===== src/rtl/mem_access_ctrl.sv =====
`default_nettype none
// ============================================================================
// Module      : mem_access_ctrl
// Description : Request/response front end for the CPU data memory. Accepts
//               one read or write at a time over valid/ready, drives the
//               array pins, returns one response per request, and can sweep
//               the array to zero after reset.
// Revision    : 1.0 - initial release
// ============================================================================
module mem_access_ctrl #(
    parameter int DATA_W         = 8,
    parameter int ADDR_W         = 2,
    parameter int CLEAR_ON_RESET = 1
) (
    input  logic              clk,
    input  logic              rst_n,
    input  logic              req_valid,
    output logic              req_ready,
    input  logic              req_we,
    input  logic [ADDR_W-1:0] req_addr,
    input  logic [DATA_W-1:0] req_wdata,
    output logic              rsp_valid,
    input  logic              rsp_ready,
    output logic [DATA_W-1:0] rsp_rdata,
    output logic              busy,
    output logic              mem_we,
    output logic [ADDR_W-1:0] mem_addr,
    output logic [DATA_W-1:0] mem_wdata,
    input  logic [DATA_W-1:0] mem_rdata
);

    localparam logic [2:0] c_ST_CLEAR = 3'd0;
    localparam logic [2:0] c_ST_IDLE  = 3'd1;
    localparam logic [2:0] c_ST_WRITE = 3'd2;
    localparam logic [2:0] c_ST_READ  = 3'd3;
    localparam logic [2:0] c_ST_RESP  = 3'd4;

    localparam logic [2:0]        c_RESET_STATE = (CLEAR_ON_RESET != 0) ? c_ST_CLEAR : c_ST_IDLE;
    localparam logic [ADDR_W-1:0] c_LAST_ADDR   = {ADDR_W{1'b1}};

    logic [2:0]        r_state;
    logic [2:0]        w_next_state;
    logic [ADDR_W-1:0] r_clr_cnt;
    logic [ADDR_W-1:0] r_addr;
    logic [DATA_W-1:0] r_wdata;
    logic [DATA_W-1:0] r_rsp_rdata;
    logic              r_rsp_valid;
    logic              w_mem_we;
    logic              w_req_ready;
    logic [ADDR_W-1:0] w_mem_addr;
    logic [DATA_W-1:0] w_mem_wdata;

    // State register; reset restarts the sweep (or goes straight to idle)
    always_ff @(posedge clk) begin
        if (!rst_n) begin
            r_state <= c_RESET_STATE;
        end else begin
            r_state <= w_next_state;
        end
    end

    // Next-state and array-pin decode from the current state
    always_comb begin
        w_next_state = r_state;
        w_mem_we     = 1'b0;
        w_req_ready  = 1'b0;
        w_mem_addr   = r_addr;
        w_mem_wdata  = r_wdata;
        case (r_state)
            c_ST_CLEAR: begin
                w_mem_we    = 1'b1;
                w_mem_addr  = r_clr_cnt;
                w_mem_wdata = '0;
                if (r_clr_cnt == c_LAST_ADDR) begin
                    w_next_state = c_ST_IDLE;
                end
            end
            c_ST_IDLE: begin
                w_req_ready = 1'b1;
                if (req_valid) begin
                    w_next_state = req_we ? c_ST_WRITE : c_ST_READ;
                end
            end
            c_ST_WRITE: begin
                w_mem_we     = 1'b1;
                w_next_state = c_ST_RESP;
            end
            c_ST_READ: begin
                w_next_state = c_ST_RESP;
            end
            c_ST_RESP: begin
                if (rsp_ready) begin
                    w_next_state = c_ST_IDLE;
                end
            end
            default: begin
                w_next_state = c_ST_IDLE;
            end
        endcase
    end

    // Sweep counter, request latch and response register
    always_ff @(posedge clk) begin
        if (!rst_n) begin
            r_clr_cnt   <= '0;
            r_addr      <= '0;
            r_wdata     <= '0;
            r_rsp_rdata <= '0;
            r_rsp_valid <= 1'b0;
        end else begin
            if (r_state == c_ST_CLEAR) begin
                r_clr_cnt <= r_clr_cnt + 1'b1;
            end
            if ((r_state == c_ST_IDLE) && req_valid) begin
                r_addr  <= req_addr;
                r_wdata <= req_wdata;
            end
            if (r_state == c_ST_WRITE) begin
                r_rsp_rdata <= r_wdata;
                r_rsp_valid <= 1'b1;
            end
            if (r_state == c_ST_READ) begin
                r_rsp_rdata <= mem_rdata;
                r_rsp_valid <= 1'b1;
            end
            if ((r_state == c_ST_RESP) && rsp_ready) begin
                r_rsp_valid <= 1'b0;
            end
        end
    end

    // Reset gating keeps a reset landing in WRITE from corrupting the array
    assign mem_we    = rst_n & w_mem_we;
    assign req_ready = rst_n & w_req_ready;
    assign mem_addr  = w_mem_addr;
    assign mem_wdata = w_mem_wdata;
    assign busy      = (r_state != c_ST_IDLE);
    assign rsp_valid = r_rsp_valid;
    assign rsp_rdata = r_rsp_rdata;

endmodule
`default_nettype wire


===== config.mk =====
export PLATFORM = sky130hd
export DESIGN_NAME = mem_access_ctrl
export DESIGN_NICKNAME = d
export VERILOG_FILES = /design/src/rtl/mem_access_ctrl.sv
export SDC_FILE = /design/constraint.sdc
export NUM_CORES = 1
export LEC_CHECK = 0
export CORE_UTILIZATION = 42
export CTS_CLUSTER_DIAMETER = 100
export CTS_CLUSTER_SIZE = 28
export DETAILED_ROUTE_END_ITERATION = 16
export PLACE_DENSITY_LB_ADDON = 0.2
export RECOVER_POWER = 100
export SETUP_SLACK_MARGIN = 0.15
export SLEW_MARGIN = 30
export SYNTH_ARGS = -nofsm -noshare
export SYNTH_HDL_FRONTEND = slang
export SYNTH_SLANG_ARGS = --single-unit

===== constraint.sdc =====
create_clock -name clk -period 1.9 [get_ports clk]
set_input_delay 0.38 -clock clk [delete_from_list [all_inputs] [get_ports clk]]
set_output_delay 0.38 -clock clk [all_outputs]
set_load 0.01 [all_outputs]

; ---- Word-level counts from Yosys, hierarchy flattened
; Cells that the tools add are included.
[totals]
regBits = 24
output_inout_bits = 22
wordCells = 40
input_bits = 23
[op_classes]
bitwise_logic = 3
muxes = 13
addsub = 1
reduce_logical = 8
eq_ne = 9
[op_table]
columns = operator, count
row1 = 8-bit two-way mux, 3
row2 = 3-bit one-hot mux with 4 select lines, 1
row3 = 3-bit two-way mux, 3
row4 = "3-bit by 2-bit equality test with 1-bit output, second input constant", 2
row5 = "2-bit != test, second input constant", 3
row6 = 2-bit OR reduction, 3
row7 = 1-bit two-way mux, 5
row8 = "3-bit by 1-bit equality test with 1-bit output, second input constant", 1
row9 = "3-bit equality test, second input constant", 1
row10 = 3-bit zero test, 1
row11 = "3-bit by 1-bit != test with 1-bit output, second input constant", 1
row12 = 3-bit AND reduction, 1
row13 = "2-bit by 1-bit adder with 2-bit output, second input constant", 1
row14 = 1-bit bitwise AND, 2
row15 = "2-bit equality test, second input constant", 1
row16 = 1-bit logical AND, 2
row17 = 2-bit two-way mux, 1
row18 = 2-bit nonzero test, 1
row19 = 1-bit NOT, 1

; ---- Longest topological paths before layout
; Gate-level depths: netlist of the first run.
[depth]
depth_word = 4
depth_mapped = 5
ltp_nobuf = 3

; ---- Worst setup path before layout of the first run
; OpenSTA, ideal clock, no wires.
[synth_timing]
path_type = register -> output
from = register r_state[2]
to = output port mem_addr[0]
t_required_ns = 1.520
path_buffers = 1
slack_ns = 0.384
path_stages_with_launch = 4
arrival_time_ns = 1.136
path_cell_list = dfxtp_1 -> nor3_4 -> buf_6 -> mux2_2
[synth_between]
elab_chain_len = 2
[synth_lines]
columns = element, line
row1 = "start, declared", 41  ; logic [2:0] r_state;
row2 = "start signal, assigned", 56  ; r_state <= c_RESET_STATE;
row3 = "start signal, assigned", 58  ; r_state <= w_next_state;
row4 = 3-bit zero test, 69  ; case (r_state)
row5 = 2-bit two-way mux, 69
row6 = "end, declared", 27  ; output logic [ADDR_W-1:0] mem_addr,
; Every way passes these cells.

; ---- Worst setup path in the final report of the first run
[layout_timing]
from = register r_state[0]
to = output port mem_addr[0]
; The elaborated chain is that of the path after synthesis.

==> results of run 1 <==
-- sequential cells by signal, indices dropped and copies added (netlist names) --
name	count
r_wdata	8
r_state	3
r_clr_cnt	2
r_addr	2
rsp_valid	1
rsp_rdata	8
-- what timing repair did --
| action | in CTS | in global routing |
|---|---|---|
| buffers inserted | 1 | 2 |
| hold endpoints to repair | 0 | 0 |
| hold buffers | 0 | 0 |
| cloned | 0 | 1 |
| resized for setup | 29 | 20 |
| endpoints found under the setup margin | 13 | 12 |
| pin swaps | 0 | 1 |
-- power by group --
part	leakage [nW]	switching, W	internal (W)
clock	0.0210	0.000143	0.000117
sequential	0.196	0.0000444	0.000558
combinational	0.485	0.000205	0.000286
total	0.702	0.000393	0.000961
-- through the flow --
stage | util | cell area [µm²] | power [W] | setup WS, ns
global route | 0.638 | 1610 | 0.00144 | 0.00704
CTS | 0.644 | 1630 | 0.00130 | 0.0381
finish | 0.638 | 1610 | 0.00135 | 0.0781
floorplan | - | 1130 | 0.000868 | 0.384
detailed placement | 0.624 | 1570 | 0.00104 | -0.105
global placement | 0.624 | 1570 | 0.00102 | -0.118
-- path summary, 6_finish.rpt --
kind / end / slack, ns / start
min reg2reg: r_addr[1]$_SDFFE_PN0P_ / 0.46 / r_addr[1]$_SDFFE_PN0P_
min: r_addr[1]$_SDFFE_PN0P_ / 0.46 / r_addr[1]$_SDFFE_PN0P_
max reg2reg: rsp_valid$_SDFFE_PP0P_ / 0.27 / r_state[1]$_SDFFE_PN0P_
max: mem_addr[0] / 0.08 / r_state[0]$_SDFFE_PN0P_
-- synth_stat cells (all sizes together) --
cell type  number
buf             9
xor2            1
nor2b          10
o31ai           1
o211a           8
mux2i           9
nor3b           1
nand2          19
o21a            1
mux2            2
and2            2
a21boi          1
nand3          11
nor2            2
dfxtp          24
o21ai          11
and4bb          1
clkbuf          2
a31oi           1
nor3            1
ha              1
o211ai          1
nor4b           1
and3            1
-- cell type report --
| type | instances | share of cell area |
|---|---|---|
| timing repair buffer | 54 | 0.292 |
| clock buffer | 4 | 0.0225 |
| sequential | 24 | 0.301 |
| tap | 30 | 0.0233 |
| multi-input combinational | 86 | 0.361 |
-- cell families (layout without fill, tap and decap cells) --
logic type / Yosys count / count (layout) / share of synthesized area
AOI/OAI and AO/OA: 24 / 24 / 0.151
xor gates and xnor gates: 1 / 1 / 0.00772
adders and majority gates: 1 / 1 / 0.0110
buffers and inverters: 11 / 58 / 0.0739
DFF: 24 / 24 / 0.423
muxes: 11 / 11 / 0.0992
and+or+nand+nor: 49 / 49 / 0.234
-- worst reg2reg max path, cell delays in order, from the launching register on --
cell and delay (ns):
dfxtp_1 0.39, clkbuf_1 0.25, nor2b_2 0.60, o21ai_0 0.15, a31oi_1 0.17
-- per-layer routing --
layer	share of wire	wire length, µm
met5	0	0
met4	0.0059	15
met3	0.066	167
met2	0.51	1280
met1	0.42	1070
==> impl_metrics.yaml, run 1 <==
timing:
  finalSetupViolCount: 0
  min_period_ns: 1.82
  fin_crit_sh: 0.959
  worstMarginPinSlew_ns: 0.633
  hold_violations: 0
  slew_viol_final: 0
  clock-skew-final_ns: 0.00659
  grt_setup_unrepaired: "yes"
  relSlewSlack: 0.576
  max_freq_mhz: 549
  holdWs_ns: 0.464
  tns_ns: 0
worst_setup_path:
  critical_path.top_delay_family: "flip-flops"
  r2r_cells: 4
  cp_data_arrival_time_ns: 1.44
  cp.depth: 3
  critPathMaxStageDelay_ns: 0.39
  worstSetupStartpointType: "flip-flop"
  critPathCaptureType: "output pin"
  crit_chain: "nor3_4, mux2_4, buf_6"
  critPathBufInv: 1
  cp.required_ns: 1.52
  crit_path_max_fanout: 5
  path_class: "flip-flop to output pin"
  slowest_stage: "dfxtp_4"
synthesis:
  synth_area_leaders: "dfxtp_1, mux2i_1, o211a_1"
  ys_ff_latch: 24
  syn_area_per_cell_um2: 9.38
  synthCells: 121
  yosysTopAreaCellShare: 0.423
  syn_nets: 145
  synth_warnings: 0
  synth_area_um2: 1130
  yosys.area.top_type: "dfxtp_1"
  synth_cell_types: 31
  seq_area_frac_synth: 0.423
layout:
  fillers: 236
  n_antenna_cell: 0
  drive_above_1_share: 0.190
  area.growth.synth_to_final_pct: 41.9
  multi_input_area_um2: 581
  layout_common_cells: "clkdlybuf4s50_1, dfxtp_1, nand2_1, nand3_1, clkbuf_2"
  instances_no_fill: 198
  fin_nets: 193
  seqCellArea_um2: 485
  mostFrequentLayoutCell: "clkdlybuf4s50_1"
global_route:
  track_usage: 0.190
  grt_max_degree: 33
  grt_use_met1: 0.224
  met3_usage: 0.0424
  met2_usage: 0.337
  antenna_found_initial: 0
  top_usage_layer: "met2"
  grt_pass1_vias: 914
  grt_pass1_wl_um: 3920
  grt_overflow: 0
placed_design:
  routabilityCongestion: 0.736
  dp_hpwl_um: 1790
  dp_cells: 190
  port_buffers: 44
outcome:
  status: "finished clean"
clocking:
  cts_tree: "done"
  root_buffer: "clkbuf_4"
  cts.sinks: 24
  numCtsBuffers: 3
  h-tree-depth: 1
  clock_latency_ns: 0.31
  clock_path_buffers: 2
  clkTransAtPathRegs_ns: 0.13
drt:
  drt-pass1-iter-count: 4
  drcViolationCount: 0
  wirelength_um: 2540
  drtIter0Drc: 14
  viasPerCell: 5.11
  wire_per_inst_um: 12.8
  antenna_left: 0
  via_count: 1012
floorplanning:
  fp.dieW_um: 54.0
  core-area_um2: 2520
  initial_utilization: 0.450
  pin_count: 45
  rows: 18
  die_area_um2: 2910
  die_y_um: 54.0
power_and_ir_drop:
  vdd_drop_max_uv: 595
  powerDensity_nw_per_um2: 841
  power.leakage_nw: 0.702
min_path:
  worstHoldPathCells: 2
  hp-class: "flip-flop to flip-flop"
run:
  max-cap-violations: 0
No activity file was read; power rests on OpenSTA's default activity.
==> inputs of run 2 (changes only) <==
--- a/config.mk
+++ b/config.mk
@@ -11,8 +11,7 @@
 export DETAILED_ROUTE_END_ITERATION = 16
 export PLACE_DENSITY_LB_ADDON = 0.2
 export RECOVER_POWER = 100
-export SETUP_SLACK_MARGIN = 0.15
-export SLEW_MARGIN = 30
+export SLEW_MARGIN = 10
 export SYNTH_ARGS = -nofsm -noshare
 export SYNTH_HDL_FRONTEND = slang
 export SYNTH_SLANG_ARGS = --single-unit
==> run 2 against run 1 <==
Register-to-register slack worse by 0.06 ns. Critical endpoint is now mem_addr[1]. Wire length is 4.2% lower. Final area up 0.47%. Final cell count fell by 0.51%. Maximum frequency grew 0.34%. Clock skew is 0.0017 ns higher. Largest power group unchanged.
==> impl_metrics.yaml, run 2 (synthesis results as in run 1) <==
timing:
  grt_setup_unrepaired: "no"
  relSlewSlack: 0.572
  worstMarginPinSlew_ns: 0.639
  finalSetupViolCount: 0
  clock-skew-final_ns: 0.00832
  slew_viol_final: 0
  min_period_ns: 1.82
  fin_crit_sh: 0.956
  hold_violations: 0
  max_freq_mhz: 551
  holdWs_ns: 0.465
placed_design:
  dp_hpwl_um: 1790
  dpl_cell_area_um2: 1570
  routabilityCongestion: 0.736
  port_buffers: 44
  dp_cells: 190
drt:
  drcViolationCount: 0
  drt-pass1-iter-count: 4
  wirelength_um: 2430
  wire_per_inst_um: 12.3
  viasPerCell: 5.14
  drtIter0Drc: 13
  via_count: 1013
  antenna_left: 0
layout:
  n_antenna_cell: 0
  multi_input_area_um2: 571
  fin_nets: 192
  layout_common_cells: "dfxtp_1, clkdlybuf4s50_1, nand2_1, nand3_1"
  area.growth.synth_to_final_pct: 42.6
  final_area_um2: 1620
  postLayoutCoreUtil: 0.641
  instances_no_fill: 197
  fillers: 241
  drive_above_1_share: 0.132
  seqCellArea_um2: 485
  mostFrequentLayoutCell: "dfxtp_1"
worst_setup_path:
  r2r-start: "r_state[0]$_SDFFE_PN0P_"
  critPathCaptureType: "output pin"
  crit_path_max_fanout: 2
  slowest_stage: "dfxtp_2"
  crit_start: "r_state[2]$_SDFFE_PN0P_"
  r2r_end: "r_addr[0]$_SDFFE_PN0P_"
  endpoint: "mem_addr[1]"
  r2r_slack_ns: 0.21
  critPathMaxStageDelay_ns: 0.35
  cp.required_ns: 1.52
  r2r_cells: 6
  cp_data_arrival_time_ns: 1.44
  path_class: "flip-flop to output pin"
  worstSetupStartpointType: "flip-flop"
  crit_chain: "nor3_4, buf_6, mux2_2, buf_2"
power_and_ir_drop:
  power.leakage_nw: 0.756
  vdd_drop_max_uv: 573
  finalPower_w: 0.00128
  powerDensity_nw_per_um2: 793
clocking:
  clock_path_buffers: 2
  root_buffer: "clkbuf_4"
  clkTransAtPathRegs_ns: 0.12
  hold_buffers: 0
  h-tree-depth: 1
  cts_tree: "done"
  numCtsBuffers: 3
  clock_latency_ns: 0.31
  cts.sinks: 24
global_route:
  grt_pass1_wl_um: 3940
  antenna_found_initial: 0
  grt_overflow: 0
  track_usage: 0.191
  grt_pass1_vias: 916
  grt_max_degree: 33
floorplanning:
  die_y_um: 54.0
  initial_utilization: 0.450
  fp.dieW_um: 54.0
  core-area_um2: 2520
  pin_count: 45
  rows: 18
  die_area_um2: 2910
outcome:
  status: "finished clean"
min_path:
  hp-class: "flip-flop to flip-flop"
run:
  max-cap-violations: 0
==> run 2: changes by cell type in the layout (fill, tap and decap cells not counted), moves of 2 or more <==
cell,before,now
buf_6,4,2
dlygate4sd3_1,0,10
clkbuf_2,11,4
dlygate4sd2_1,1,10
mux2_4,2,0
o21ai_1,6,4
mux2_2,0,2
o21ai_0,5,7
clkdlybuf4s50_1,31,21
==> run 2: critical path: cells and delay by family (launching register included) <==
family | cells | cell delay, ns
muxes | 1 | 0.31
DFF | 1 | 0.35
and+or+nand+nor | 1 | 0.21
buffers and inverters | 2 | 0.27
==> run 2: area by class of cell <==
| class | count | area share |
|---|---|---|
| multi-input combinational | 86 | 0.353 |
| sequential | 24 | 0.300 |
| timing repair buffer | 53 | 0.302 |
| tap | 30 | 0.0232 |
| clock buffer | 4 | 0.0224 |
==> run 2: what timing repair did <==
item,4_1_cts,5_1_grt
pin swaps,1,1
gates resized for setup,21,4
setup endpoints to repair,13,3
buffers inserted,3,0
==> run 2: per-layer routing <==
layer	up-vias	part of all wire	wire, µm	GRT usage
met3	2	0.066	161	0.0424
met2	28	0.50	1220	0.346
met4	0	0.0062	15	0.0641
met5	-	0	0	0
met1	470	0.43	1030	0.220
li1	513	-	-	-
==> run 2: stage by stage <==
stage	setup TNS, ns	setup slack (ns)
global placement	-0.176	-0.118
global route	0	0.0116
CTS	-0.0692	-0.0692
floorplan	0	0.384
finish	0	0.0844
detailed placement	-0.178	-0.105
==> run 2: worst min path at each step <==
| stage | from | end | slack, ns | depth (start not counted) |
|---|---|---|---|---|
| global placement | r_addr[1]$_SDFFE_PN0P_ | r_addr[1]$_SDFFE_PN0P_ | 0.43 | 2 |
| CTS | r_addr[1]$_SDFFE_PN0P_ | r_addr[1]$_SDFFE_PN0P_ | 0.46 | 2 |
| global route | r_addr[0]$_SDFFE_PN0P_ | r_addr[0]$_SDFFE_PN0P_ | 0.50 | 2 |
| detailed placement | r_addr[1]$_SDFFE_PN0P_ | r_addr[1]$_SDFFE_PN0P_ | 0.44 | 2 |
| finish | r_addr[0]$_SDFFE_PN0P_ | r_addr[0]$_SDFFE_PN0P_ | 0.46 | 2 |
| floorplan | r_addr[0]$_SDFFE_PN0P_ | r_addr[0]$_SDFFE_PN0P_ | 0.43 | 2 |
==> run 2: power by group <==
| part | internal, W | total [W] | switching (W) |
|---|---|---|---|
| logic | 0.000234 | 0.000428 | 0.000194 |
| clock network | 0.000117 | 0.000259 | 0.000142 |
| registers | 0.000558 | 0.000596 | 0.0000386 |
==> inputs of run 3 (changes only) <==
--- a/config.mk
+++ b/config.mk
@@ -9,7 +9,7 @@
 export CTS_CLUSTER_DIAMETER = 100
 export CTS_CLUSTER_SIZE = 28
 export DETAILED_ROUTE_END_ITERATION = 16
-export PLACE_DENSITY_LB_ADDON = 0.2
+export PLACE_DENSITY_LB_ADDON = 0.12
 export RECOVER_POWER = 100
 export SLEW_MARGIN = 10
 export SYNTH_ARGS = -nofsm -noshare
==> run 3 against run 2 <==
Worst hold slack worse by 0.0037 ns. Final area increased by 2.0%. Sequential cell count is the same. Register-to-register slack improved by 0.31 ns. Sequential power is essentially flat. Power up 4.9%. Largest cell class unchanged.
==> impl_metrics.yaml, run 3 (synthesis results as in run 1) <==
outcome:
  status: "finished clean"
worst_setup_path:
  cp.required_ns: 1.52
  critPathMaxStageDelay_ns: 0.36
  critPathBufInv: 2
  critical_path.top_delay_family: "flip-flops"
  crit_chain: "nor3_4, buf_6, mux2_4, buf_6"
  path_class: "flip-flop to output pin"
  critPathCaptureType: "output pin"
  crit_path_max_fanout: 3
  worstSetupStartpointType: "flip-flop"
  slowest_stage: "dfxtp_2"
  crit_top_cell: "buf_6"
  cp_data_arrival_time_ns: 1.47
power_and_ir_drop:
  powerDensity_nw_per_um2: 815
  finalPower_w: 0.00135
  vdd_drop_max_uv: 698
  power.leakage_nw: 0.727
layout:
  seqCellArea_um2: 483
  multi_input_area_um2: 578
  fillers: 218
  mostFrequentLayoutCell: "clkdlybuf4s50_1"
  fin_nets: 194
  postLayoutCoreUtil: 0.654
  drive_above_1_share: 0.130
  instances_no_fill: 199
  area.growth.synth_to_final_pct: 45.4
  n_antenna_cell: 0
  layout_common_cells: "clkdlybuf4s50_1, dfxtp_1, nand2_1, nand3_1"
placed_design:
  routabilityCongestion: 0.708
  port_buffers: 44
  dp_cells: 194
  dp_hpwl_um: 1850
timing:
  fin_crit_sh: 0.973
  finalSetupViolCount: 0
  worstMarginPinSlew_ns: 0.387
  slew_viol_final: 0
  relSlewSlack: 0.742
  holdWs_ns: 0.461
  hold_violations: 0
  grt_setup_unrepaired: "yes"
  min_period_ns: 1.85
  max_freq_mhz: 541
  clock-skew-final_ns: 0.00241
global_route:
  grt_max_degree: 23
  grt_pass1_vias: 901
  grt_pass1_wl_um: 3840
  track_usage: 0.189
  antenna_found_initial: 0
  grt_overflow: 0
drt:
  drt-pass1-iter-count: 4
  drcViolationCount: 0
  antenna_left: 0
  wirelength_um: 2540
  drtIter0Drc: 23
  viasPerCell: 5.13
  via_count: 1020
  wire_per_inst_um: 12.8
clocking:
  cts_tree: "done"
  numCtsBuffers: 3
  h-tree-depth: 1
  clkTransAtPathRegs_ns: 0.13
  cts.sinks: 24
  root_buffer: "clkbuf_4"
  clock_path_buffers: 2
  clock_latency_ns: 0.33
floorplanning:
  die_y_um: 54.0
  initial_utilization: 0.450
  fp.dieW_um: 54.0
  pin_count: 45
  core-area_um2: 2520
  rows: 18
  die_area_um2: 2910
run:
  max-cap-violations: 0
min_path:
  hp-class: "flip-flop to flip-flop"
[run 3: layout make-up]
cell class / instances / share of cell area
clock buffer: 4 / 0.0220
tap: 30 / 0.0227
timing repair buffer: 55 / 0.312
sequential: 24 / 0.293
multi-input combinational: 86 / 0.350
[run 3: final timing paths]
check                               to  depth (start not counted)                    start  slack [ns]
max                        mem_addr[0]                          4  r_state[2]$_SDFFE_PN0P_        0.05
min             r_addr[0]$_SDFFE_PN0P_                          2   r_addr[0]$_SDFFE_PN0P_        0.46
max reg2reg  rsp_rdata[3]$_SDFFE_PN0P_                          5  r_state[1]$_SDFFE_PN0P_        0.52
min reg2reg     r_addr[0]$_SDFFE_PN0P_                          2   r_addr[0]$_SDFFE_PN0P_        0.46
[run 3: worst reg2reg max path, delay by kind of cell (launching register included)]
family,cells,cell delay (ns)
buffers and inverters,2,0.50
AO/OA/AOI/OAI,1,0.14
flip-flops,1,0.41
AND/OR/NAND/NOR,2,0.25
[run 3: through the flow]
| step | cell area (µm²) | TNS (ns) | setup slack, ns |
|---|---|---|---|
| detailed placement | 1600 | -0.379 | -0.205 |
| floorplan | 1130 | 0 | 0.384 |
| finish | 1650 | 0 | 0.0517 |
| global route | 1650 | -0.00516 | -0.00516 |
| CTS | 1640 | -0.0402 | -0.0203 |
| global placement | 1600 | -0.329 | -0.189 |
[run 3: power breakdown]
part	switching, W	leakage [nW]	internal (W)
Clock	0.000160	0.0210	0.000118
Combinational	0.000203	0.510	0.000271
Sequential	0.0000380	0.195	0.000557
Total	0.000401	0.727	0.000945
[run 3: timing repair]
item | CTS | global route
pin swaps | 1 | 1
endpoints found under the setup margin | 13 | 2
hold buffers | 0 | 0
setup buffers | 1 | 1
resized for setup | 26 | 9
[run 3: layer usage]
layer  part of all wire  up-vias  track usage
li1                   -      513            -
met1               0.44      472        0.212
met2               0.49       29        0.342
met3              0.052        6       0.0254
met4              0.018        0        0.103
met5                  0        -            0
